**src/rtl/div_issue_unit.sv**
```systemverilog
// Single-entry issue buffer between the ROB/RS and the 64-bit divide unit, with CDB broadcast.
// Optional flush support is enabled by defining DIV_FLUSH_EN.
module div_issue_unit #(
  parameter int unsigned TAG_W = 6
) (
  input  logic             clk,
  input  logic             reset,
  input  logic             issue_valid,
  output logic             issue_ready,
  input  logic [TAG_W-1:0] issue_tag,
  input  logic             issue_signed,
  input  logic [63:0]      issue_a,
  input  logic [63:0]      issue_b,
  output logic             div_valid_in,
  input  logic             div_ready,
  output logic             div_signed,
  output logic [63:0]      div_dividend,
  output logic [63:0]      div_divisor,
  input  logic             div_valid_out,
  input  logic [63:0]      div_quotient,
  output logic             div_yumi,
  output logic             cdb_valid,
  input  logic             cdb_grant,
  output logic [TAG_W-1:0] cdb_tag,
  output logic [63:0]      cdb_data
`ifdef DIV_FLUSH_EN
  ,
  input  logic             flush
`endif
);

  localparam int unsigned DW = 64;
  localparam logic [DW-1:0] ALL_ONES = {DW{1'b1}};
  localparam logic [DW-1:0] INT_MIN  = {1'b1, {(DW-1){1'b0}}};

  typedef enum logic [2:0] {S_IDLE, S_LAUNCH, S_WAIT, S_RESULT, S_DRAIN} state_t;

  state_t            state_q, state_d;
  logic [TAG_W-1:0]  tag_q;
  logic              signed_q;
  logic [DW-1:0]     a_q, b_q, result_q;
  logic              flush_c, accept_c, capture_c, div_zero_c, overflow_c, special_c;

`ifdef DIV_FLUSH_EN
  assign flush_c = flush;
`else
  assign flush_c = 1'b0;
`endif

  // Ops whose result is architecturally fixed bypass the divide unit entirely
  assign div_zero_c = (issue_b == '0);
  assign overflow_c = issue_signed & (issue_a == INT_MIN) & (issue_b == ALL_ONES);
  assign special_c  = div_zero_c | overflow_c;

  always_ff @(posedge clk or posedge reset) begin
    if (reset) state_q <= S_IDLE;
    else       state_q <= state_d;
  end

  // Next state and handshake outputs; flush overrides every other transition
  always_comb begin
    state_d      = state_q;
    issue_ready  = 1'b0;
    div_valid_in = 1'b0;
    div_yumi     = 1'b0;
    cdb_valid    = 1'b0;
    accept_c     = 1'b0;
    capture_c    = 1'b0;
    case (state_q)
      S_IDLE: begin
        issue_ready = ~flush_c;
        accept_c    = issue_valid & ~flush_c;
        if (accept_c) state_d = special_c ? S_RESULT : S_LAUNCH;
      end
      S_LAUNCH: begin
        if (flush_c) begin
          state_d = S_IDLE;
        end else begin
          div_valid_in = 1'b1;
          if (div_ready) state_d = S_WAIT;
        end
      end
      S_WAIT: begin
        if (div_valid_out) begin
          div_yumi  = 1'b1;
          capture_c = ~flush_c;
          state_d   = flush_c ? S_IDLE : S_RESULT;
        end else if (flush_c) begin
          state_d = S_DRAIN;
        end
      end
      S_RESULT: begin
        if (flush_c) begin
          state_d = S_IDLE;
        end else begin
          cdb_valid = 1'b1;
          if (cdb_grant) state_d = S_IDLE;
        end
      end
`ifdef DIV_FLUSH_EN
      S_DRAIN: begin
        if (div_valid_out) begin
          div_yumi = 1'b1;
          state_d  = S_IDLE;
        end
      end
`endif
      default: state_d = S_IDLE;
    endcase
  end

  // Op payload and result registers
  always_ff @(posedge clk or posedge reset) begin
    if (reset) begin
      tag_q    <= '0;
      signed_q <= 1'b0;
      a_q      <= '0;
      b_q      <= '0;
      result_q <= '0;
    end else if (accept_c) begin
      tag_q    <= issue_tag;
      signed_q <= issue_signed;
      a_q      <= issue_a;
      b_q      <= issue_b;
      if (div_zero_c)      result_q <= ALL_ONES;
      else if (overflow_c) result_q <= INT_MIN;
    end else if (capture_c) begin
      result_q <= div_quotient;
    end
  end

  assign div_signed   = signed_q;
  assign div_dividend = a_q;
  assign div_divisor  = b_q;
  assign cdb_tag      = tag_q;
  assign cdb_data     = result_q;

endmodule

```
**config.mk**
```make
export PLATFORM = sky130hd
export DESIGN_NAME = div_issue_unit
export DESIGN_NICKNAME = d
export VERILOG_FILES = /design/src/rtl/div_issue_unit.sv
export SDC_FILE = /design/constraint.sdc
export NUM_CORES = 1
export LEC_CHECK = 0
export CAP_MARGIN = 20
export CORE_AREA = 2 2 160 162
export DETAILED_ROUTE_END_ITERATION = 10
export DIE_AREA = 0 0 162 164
export PLACE_DENSITY = 0.79
export REMOVE_ABC_BUFFERS = 1
export SLEW_MARGIN = 20
export SYNTH_ARGS = -nofsm -noshare
export SYNTH_HDL_FRONTEND = slang
export SYNTH_SLANG_ARGS = --single-unit
```
**constraint.sdc**
```tcl
create_clock -name clk -period 7.1 [get_ports clk]
set_input_delay 1.065 -clock clk [delete_from_list [all_inputs] [get_ports clk]]
set_output_delay 1.065 -clock clk [all_outputs]
set_load 0.005 [all_outputs]
```
; ---- Word level (Yosys, flattened, before mapping)
; Cells that the tools add are included.
[word_totals]
reg_bits = 202
inputBits = 205
output_inout_bits = 203
word_cells = 40
[op_classes]
n_eq_ne = 10
muxes = 16
bitwise = 3
reduce_logical = 5
[op_table]
columns = op, n
row1 = 64-bit two-way mux, 4
row2 = "64-bit equality test, second input constant", 2
row3 = 64-bit zero test, 1
row4 = 3-bit two-way mux, 4
row5 = 3-bit one-hot mux with 4 select lines, 1
row6 = "2-bit != test, second input constant", 4
row7 = "3-bit by 2-bit equality test with 1-bit output, second input constant", 2
row8 = 1-bit two-way mux, 6
row9 = 4-bit AND reduction, 1
row10 = "3-bit by 1-bit equality test with 1-bit output, second input constant", 1
row11 = 3-bit zero test, 1
row12 = "3-bit by 1-bit != test with 1-bit output, second input constant", 1
row13 = 1-bit bitwise AND, 2
row14 = 2-bit two-way mux, 1
row15 = 2-bit AND reduction, 1
row16 = 2-bit nonzero test, 1
row17 = 1-bit OR, 1

; ---- Depth between registers and ports, before layout
; Gate-level depths: netlist (run 1).
[depth]
word_depth = 7
mapped_depth = 8
mapped_depth_nobuf = 7

; ---- Worst setup path after synthesis (run 1)
; No wires, ideal clock.
[synth_timing]
path_type = input -> register
startpoint = in issue_a[15]
endpoint = reg result_q[10] (netlist: cdb_data[10])
setup_time_ns = 0.146
arrival_time_ns = 2.609
required_ns = 6.954
slack_ns = 4.345
cell_stages = 7
n_path_buf = 2
cell_sequence = or4_1 -> nor4_1 -> nand4_1 -> nor4_2 -> buf_4 -> buf_4 -> o211ai_1
[synth_between]
elab_chain_len = 5
[synth_lines]
columns = element, line_no
row1 = from (decl), 12  ; input logic [63:0] issue_a,
row2 = 64-bit equality test, 52  ; assign overflow_c = issue_signed & (issue_a == INT_MIN) & (issue_b == ALL_ONES);
row3 = 1-bit bitwise AND (2 in series), 52
row4 = 3-bit by 1-bit != test with 1-bit output (no line), -
row5 = 2-bit AND reduction (no line), -
row6 = to (signal assigned), 128  ; result_q <= div_quotient;
row7 = to (decl), 41  ; logic [DW-1:0] a_q, b_q, result_q;
; No other way between the ends.
; A chain may end at the register's enable or synchronous reset.

; ---- Final worst setup path (run 1)
[layout_timing]
startpoint = in div_valid_out
endpoint = out div_yumi
[layout_between]
elab_chain_len = 2
[layout_lines]
columns = element, line_no
row1 = from (decl), 19  ; input logic div_valid_out,
row2 = 1-bit two-way mux, 84  ; if (div_valid_out) begin
row3 = 1-bit two-way mux, 69  ; case (state_q)
row4 = to (decl), 21  ; output logic div_yumi,
; No other way between the ends.

==> results of run 1 <==
-- where the power goes --
| part | switching, uW | internal, uW | total (uW) |
|---|---|---|---|
| logic | 1080 | 1470 | 2560 |
| clock network | 479 | 702 | 1180 |
| registers | 333 | 1680 | 2010 |
| total | 1900 | 3850 | 5750 |
-- cell usage in the layout, fill, tap and decap left out, types with 4 or more instances in the layout --
master             n
nand2_1          533
clkdlybuf4s50_1  407
dfrtp_1          201
mux2_2            63
o211ai_1          63
nor4_1            31
clkbuf_16         23
nand4_1           17
clkbuf_1           8
buf_4              8
inv_1              7
ha_1               4
-- worst min-delay path, delay by kind of cell, from the launching register on --
family           cells  cell delay [ns]
AND/OR/NAND/NOR      2             0.10
flip-flops           1             0.34
-- metrics by stage --
| stage | setup slack, ns | setup TNS, ns | power (uW) | util, % |
|---|---|---|---|---|
| 6_report | 3.21 | 0 | 5750 | 57.0 |
| 5_1_grt | 3.09 | 0 | 6130 | 57.0 |
| 4_1_cts | 3.20 | 0 | 5800 | 57.0 |
| 3_5_place_dp | 3.02 | 0 | 4590 | 54.1 |
| 3_3_place_gp | 3.09 | 0 | 4500 | 54.1 |
| 2_1_floorplan | -0.0767 | -1.52 | 3110 | - |
-- layer usage --
layer	routed length [um]	global-route usage (%)	share of wire, %
met1	12600	29.8	40
met2	15500	39.0	49
met3	2640	5.18	8.3
met4	1010	7.44	3.2
met5	0	0	0
-- registers in the layout (all words and copies together) (netlist names) --
name,count
div_dividend,64
cdb_tag,6
div_signed,1
state_q,2
div_divisor,64
cdb_data,64
-- worst paths after layout --
path | from | endpoint
min in group asynchronous | reset | div_dividend[23]$_DFFE_PP0P_
hold / removal | div_divisor[40]$_DFFE_PP0P_ | div_divisor[40]$_DFFE_PP0P_
setup / recovery | div_valid_out | div_yumi
hold reg to reg | div_divisor[40]$_DFFE_PP0P_ | div_divisor[40]$_DFFE_PP0P_
max in group asynchronous | reset | div_divisor[5]$_DFFE_PP0P_
setup reg to reg | state_q[1]$_DFFE_PP0P_ | cdb_data[1]$_DFFE_PP0P_
-- cell families (layout without fill, tap and decap cells) --
family          Yosys count  after routing  synth area share, %
compound gates           69             69                 5.72
fa+ha+maj                 4              4                0.550
buf+inv                  72            463                 3.23
flops                   201            201                 55.3
mux                      65             65                 8.01
simple gates            605            605                 27.2
-- layout make-up --
class,count,area (um^2)
fillers,2162,10700
flip-flops and latches,201,5030
repair buffers,415,4130
multi-input cells,743,3800
clock buffers,34,647
well taps,330,413
clock inverters,6,86.3
inverters,8,37.5
==> metrics.cfg, run 1 <==
[run_status]
outcome = finished, final reports clean

[clocking]
post-cts-setup-buffers = 0
cts_inserted_buffers = 23
worstSkewPairLatency_ns = 0.51
htree_num_levels = 1
post_cts.resized_instances = 0
clock_tree_from_tritoncts = yes
cts.hold.buffers_added = 0
clock_root_cell = clkbuf_16
clock-sinks = 201
cts.reportedPaths.clkPinSlew_ns = 0.06
ctsLongestPathBuffers = 3

[setup_path]
reg2reg_setup_slack_ns = 4.57
worst-r2r-cell-count = 6
cp.arrival_ns = 2.83
worstSetupEndpointType = output port
worstPathMaxFanout = 65
start_kind = input port
critical_path.most_common_cell = clkdlybuf4s50_1
critical_path_class = in2out
cp_top_family = buffers and inverters
worstSetupPathDepth = 5
cpMaxStageDelayCell = buf_4
path_buf_inv = 4
critPathMaxStageDelay_ns = 0.66
required_ns = 6.03
crit_path_cell_chain = clkdlybuf4s50_1 -> nand2_2 -> buf_4 -> inv_1 -> clkdlybuf4s50_1

[synthesis]
ys_seq_area_share_pct = 55.3
post-synth-top-count-cell = nand2_1
synth.top_cells.by_area = dfrtp_1, nand2_1, mux2_2
synth-seq-cells = 201
synth_ff_type = dfrtp_1
synth.top_cells.by_count = nand2_1, dfrtp_1, mux2_2, o211ai_1, clkbuf_1
netlist_instances = 1016
synth_top_cell_by_area = dfrtp_1
synth_cell_types = 35
synth_top_area_share_pct = 55.3
post_synthesis_instance_area_um2 = 9100
synth-edff-count = 0
avgSynthCellArea_um2 = 8.96
asyncSetResetFlopFracSynth_pct = 100
count_of_warnings_emitted_by_yosys = 0

[sta]
max_freq_mhz = 257
final.period_utilization_pct = 54.9
holdWs_ns = 0.471
post-route-min-period_ns = 3.89
rsz0062_at_grt = false
final-max-slew-violation-count = 0
worst_slew_margin_rel_pct = 26.6
setup_violations = 0
final-hold-violation-count = 0
fin_skew_ns = 0.0225
max_slew.worst_pin.slew_ns = 1.10

[floorplan]
boundaryPins = 408
initial_core_util_pct = 36.7
placement_rows = 58
core_region_area_um2 = 24800
chipHeight_um = 164
die_area_um2 = 26600
chipWidth_um = 162

[power_and_ir_drop]
cellLeakagePower_uw = 0.00642
ir_drop_mv = 0.236
power-per-cell-area_nw_per_um2 = 406

[global_route]
grt_usage_pct = 23.2
gr-total-overflow = 0
grt_first_pass_wirelength_um = 48700
grt_start_max_net_pins = 132
number_of_antenna_violations_at_the_first_check_in_global_routing = 0
grt_pass1_vias = 8681

[drt]
drt_iter0_markers = 747
routed_wire_length_um = 31700
detail_route_antenna_nets = 0
firstDrtPassIters = 5
wl_per_cell_um = 18.3
route.detailed.drc = 0
dr_total_vias = 8729
vias_per_std_cell = 5.03

[final_layout]
finalNonFillerCells = 1737
design_area_um2 = 14200
area_delta_synth_final_pct = 55.4
drive_above_1_share_pct = 7.82
num_antenna_cells = 0
nNetsFinal = 1601

[placed_design]
io_buffers = 407
dp_cells = 1697
placedInstanceArea_um2 = 13400
gpl_congestion = 0.856
hpwl_um = 22500

[worst_hold_path]
holdCritPathClass = reg2reg
worst_hold_path.num_cells = 2

[flow_run]
maxCapViolCount = 0

No activity file was read; power rests on OpenSTA's default activity.
==> run 2: changes to the inputs <==
--- a/config.mk
+++ b/config.mk
@@ -6,10 +6,9 @@
 export NUM_CORES = 1
 export LEC_CHECK = 0
 export CAP_MARGIN = 20
-export CORE_AREA = 2 2 160 162
+export CORE_UTILIZATION = 38
 export DETAILED_ROUTE_END_ITERATION = 10
-export DIE_AREA = 0 0 162 164
-export PLACE_DENSITY = 0.79
+export PLACE_DENSITY = 0.84
 export REMOVE_ABC_BUFFERS = 1
 export SLEW_MARGIN = 20
 export SYNTH_ARGS = -nofsm -noshare
==> constraint.sdc (replaced) <==
create_clock -name clk -period 3.3 [get_ports clk]
set_input_delay 0.495 -clock clk [delete_from_list [all_inputs] [get_ports clk]]
set_output_delay 0.495 -clock clk [all_outputs]
set_load 0.005 [all_outputs]
==> run 2 against run 1 <==
Register-to-register slack lost 3.5 ns; worst hold slack got worse by 0.0090 ns; global-route usage increased by 2.7 points; critical path depth up 2; clock skew is 0.015 ns lower; sequential power grew 120%; clock-buffer cell count rose by 4; final cell count increased by 0.17%; die area is 7.5% lower; utilization grew 4.3 points; sequential share of layout area is 0.58 points lower.
==> metrics.cfg, run 2 (synthesis gave the netlist of run 1 again) <==
[final_layout]
highest_count_cells_in_the_layout_ignoring_fill_and_taps = nand2_1, clkdlybuf4s50_1, dfrtp_1
area_delta_synth_final_pct = 58.0
nNetsFinal = 1612
num_antenna_cells = 0
finalNonFillerCells = 1740
final_common_cell = nand2_1
multiInputGateArea_um2 = 3800
drive_above_1_share_pct = 8.80
sequential_cell_area_um2 = 5030
finish.utilization_pct = 61.3
design_area_um2 = 14400
filler_cell_count = 1859

[run_status]
outcome = finished, final reports clean

[drt]
detail_route_antenna_nets = 0
dr_total_vias = 8874
drt_iter0_markers = 623
firstDrtPassIters = 5
vias_per_std_cell = 5.10
routed_wire_length_um = 32500
wl_per_cell_um = 18.7
route.detailed.drc = 0

[floorplan]
placement_rows = 56
chipWidth_um = 157
chipHeight_um = 157
boundaryPins = 408
core_region_area_um2 = 23500
die_area_um2 = 24600
initial_core_util_pct = 38.8

[setup_path]
worstPathMaxFanout = 65
critical_path_class = in2reg
worstSetupEndpointType = register
required_ns = 3.66
worst-r2r-cell-count = 6
reg2reg_setup_slack_ns = 1.12
start_kind = input port
cp.arrival_ns = 3.10

[placed_design]
pre_cts_setup_slack_ns = 0.0113
placedInstanceArea_um2 = 13600
gpl_congestion = 0.893
dp_cells = 1696
hpwl_um = 22800
io_buffers = 407

[clocking]
cts_inserted_buffers = 24
post-cts-setup-buffers = 0
clock_root_cell = clkbuf_16
clock-sinks = 201
ctsLongestPathBuffers = 3
htree_num_levels = 1
cts.reportedPaths.clkPinSlew_ns = 0.06
clock_tree_from_tritoncts = yes
worstSkewPairLatency_ns = 0.50
post_cts.resized_instances = 0
cts.hold.buffers_added = 0

[sta]
fin_ws_ns = 0.560
fin_skew_ns = 0.00707
final.period_utilization_pct = 83.0
max_slew.worst_pin.slew_ns = 0.690
post-route-min-period_ns = 2.74
final-max-slew-violation-count = 0
rsz0062_at_grt = false
max_freq_mhz = 365
setup_violations = 0
holdWs_ns = 0.462
final-hold-violation-count = 0
worst_slew_margin_rel_pct = 53.6

[power_and_ir_drop]
power_switching_share_pct = 32.8
p_seq_share_pct = 34.7
ir_drop_mv = 0.485
power-per-cell-area_nw_per_um2 = 873
cellLeakagePower_uw = 0.00655
cell_internal_pwr_uw = 8440
power.share.clock_pct = 20.9
power_frac_comb_pct = 44.5
switching_power_uw = 4120

[global_route]
grt_pass1_vias = 8784
gr-total-overflow = 0
number_of_antenna_violations_at_the_first_check_in_global_routing = 0
grt_first_pass_wirelength_um = 49000
grt_start_max_net_pins = 88
grt_usage_pct = 25.9

[worst_hold_path]
holdCritPathClass = in2async

[flow_run]
maxCapViolCount = 0

[run 2: changes by cell type in the layout (fill, tap and decap cells not counted)]
| cell | delta |
|---|---|
| clkbuf_8 | +3 |
| buf_4 | +1 |
| clkinvlp_4 | -1 |
| clkbuf_16 | +2 |
| clkbuf_1 | -1 |
| clkinv_2 | +2 |
| bufinv_16 | -1 |
| buf_12 | +9 |
[run 2: area by class of cell]
cell class / instances / share of cell area, %
sequential: 201 / 35.0
timing repair buffer: 425 / 30.0
inverter: 8 / 0.261
tap: 319 / 2.77
clock inverter: 6 / 0.409
multi-input combinational: 743 / 26.4
clock buffer: 38 / 5.11
[run 2: routing by layer]
| layer | GRT usage, % | wire length [um] | part of all wire, % |
|---|---|---|---|
| met5 | 0 | 0 | 0 |
| met4 | 9.38 | 1160 | 3.6 |
| met3 | 7.09 | 2810 | 8.7 |
| met2 | 44.7 | 15900 | 49 |
| met1 | 30.7 | 12600 | 39 |
[run 2: critical path: stages]
cell and delay, ns:
clkdlybuf4s50_1 0.41, or4_1 0.55, nor4_1 0.55, nand4_1 0.31, nor4_4 0.26, buf_12 0.30, o211ai_1 0.17
[run 2: path summary, 6_finish.rpt]
kind,startpoint,end
max,issue_a[2],cdb_data[14]$_DFFE_PP0P_
min,reset,div_divisor[24]$_DFFE_PP0P_
max reg2reg,state_q[0]$_DFFE_PP0P_,cdb_data[26]$_DFFE_PP0P_
min reg2reg,div_divisor[59]$_DFFE_PP0P_,div_divisor[59]$_DFFE_PP0P_
max in group asynchronous,reset,cdb_data[58]$_DFFE_PP0P_
min in group clk,div_divisor[59]$_DFFE_PP0P_,div_divisor[59]$_DFFE_PP0P_
[run 2: stage by stage]
step                      total power [uW]  setup TNS [ns]
final                                12600               0
after global routing                 13400               0
after CTS                            12700               0
after global placement                9740               0
after floorplan                       6690         -900.99
after detailed placement              9930               0
[run 2: power by group through the flow]
stage | Sequential (uW) | Combinational [uW] | Clock (uW)
final | 4350 | 5590 | 2620
after global routing | 4490 | 6110 | 2760
after CTS | 4350 | 5630 | 2680
after detailed placement | 4360 | 5570 | 0
after global placement | 4310 | 5430 | 0
after floorplan | 4350 | 2340 | 0
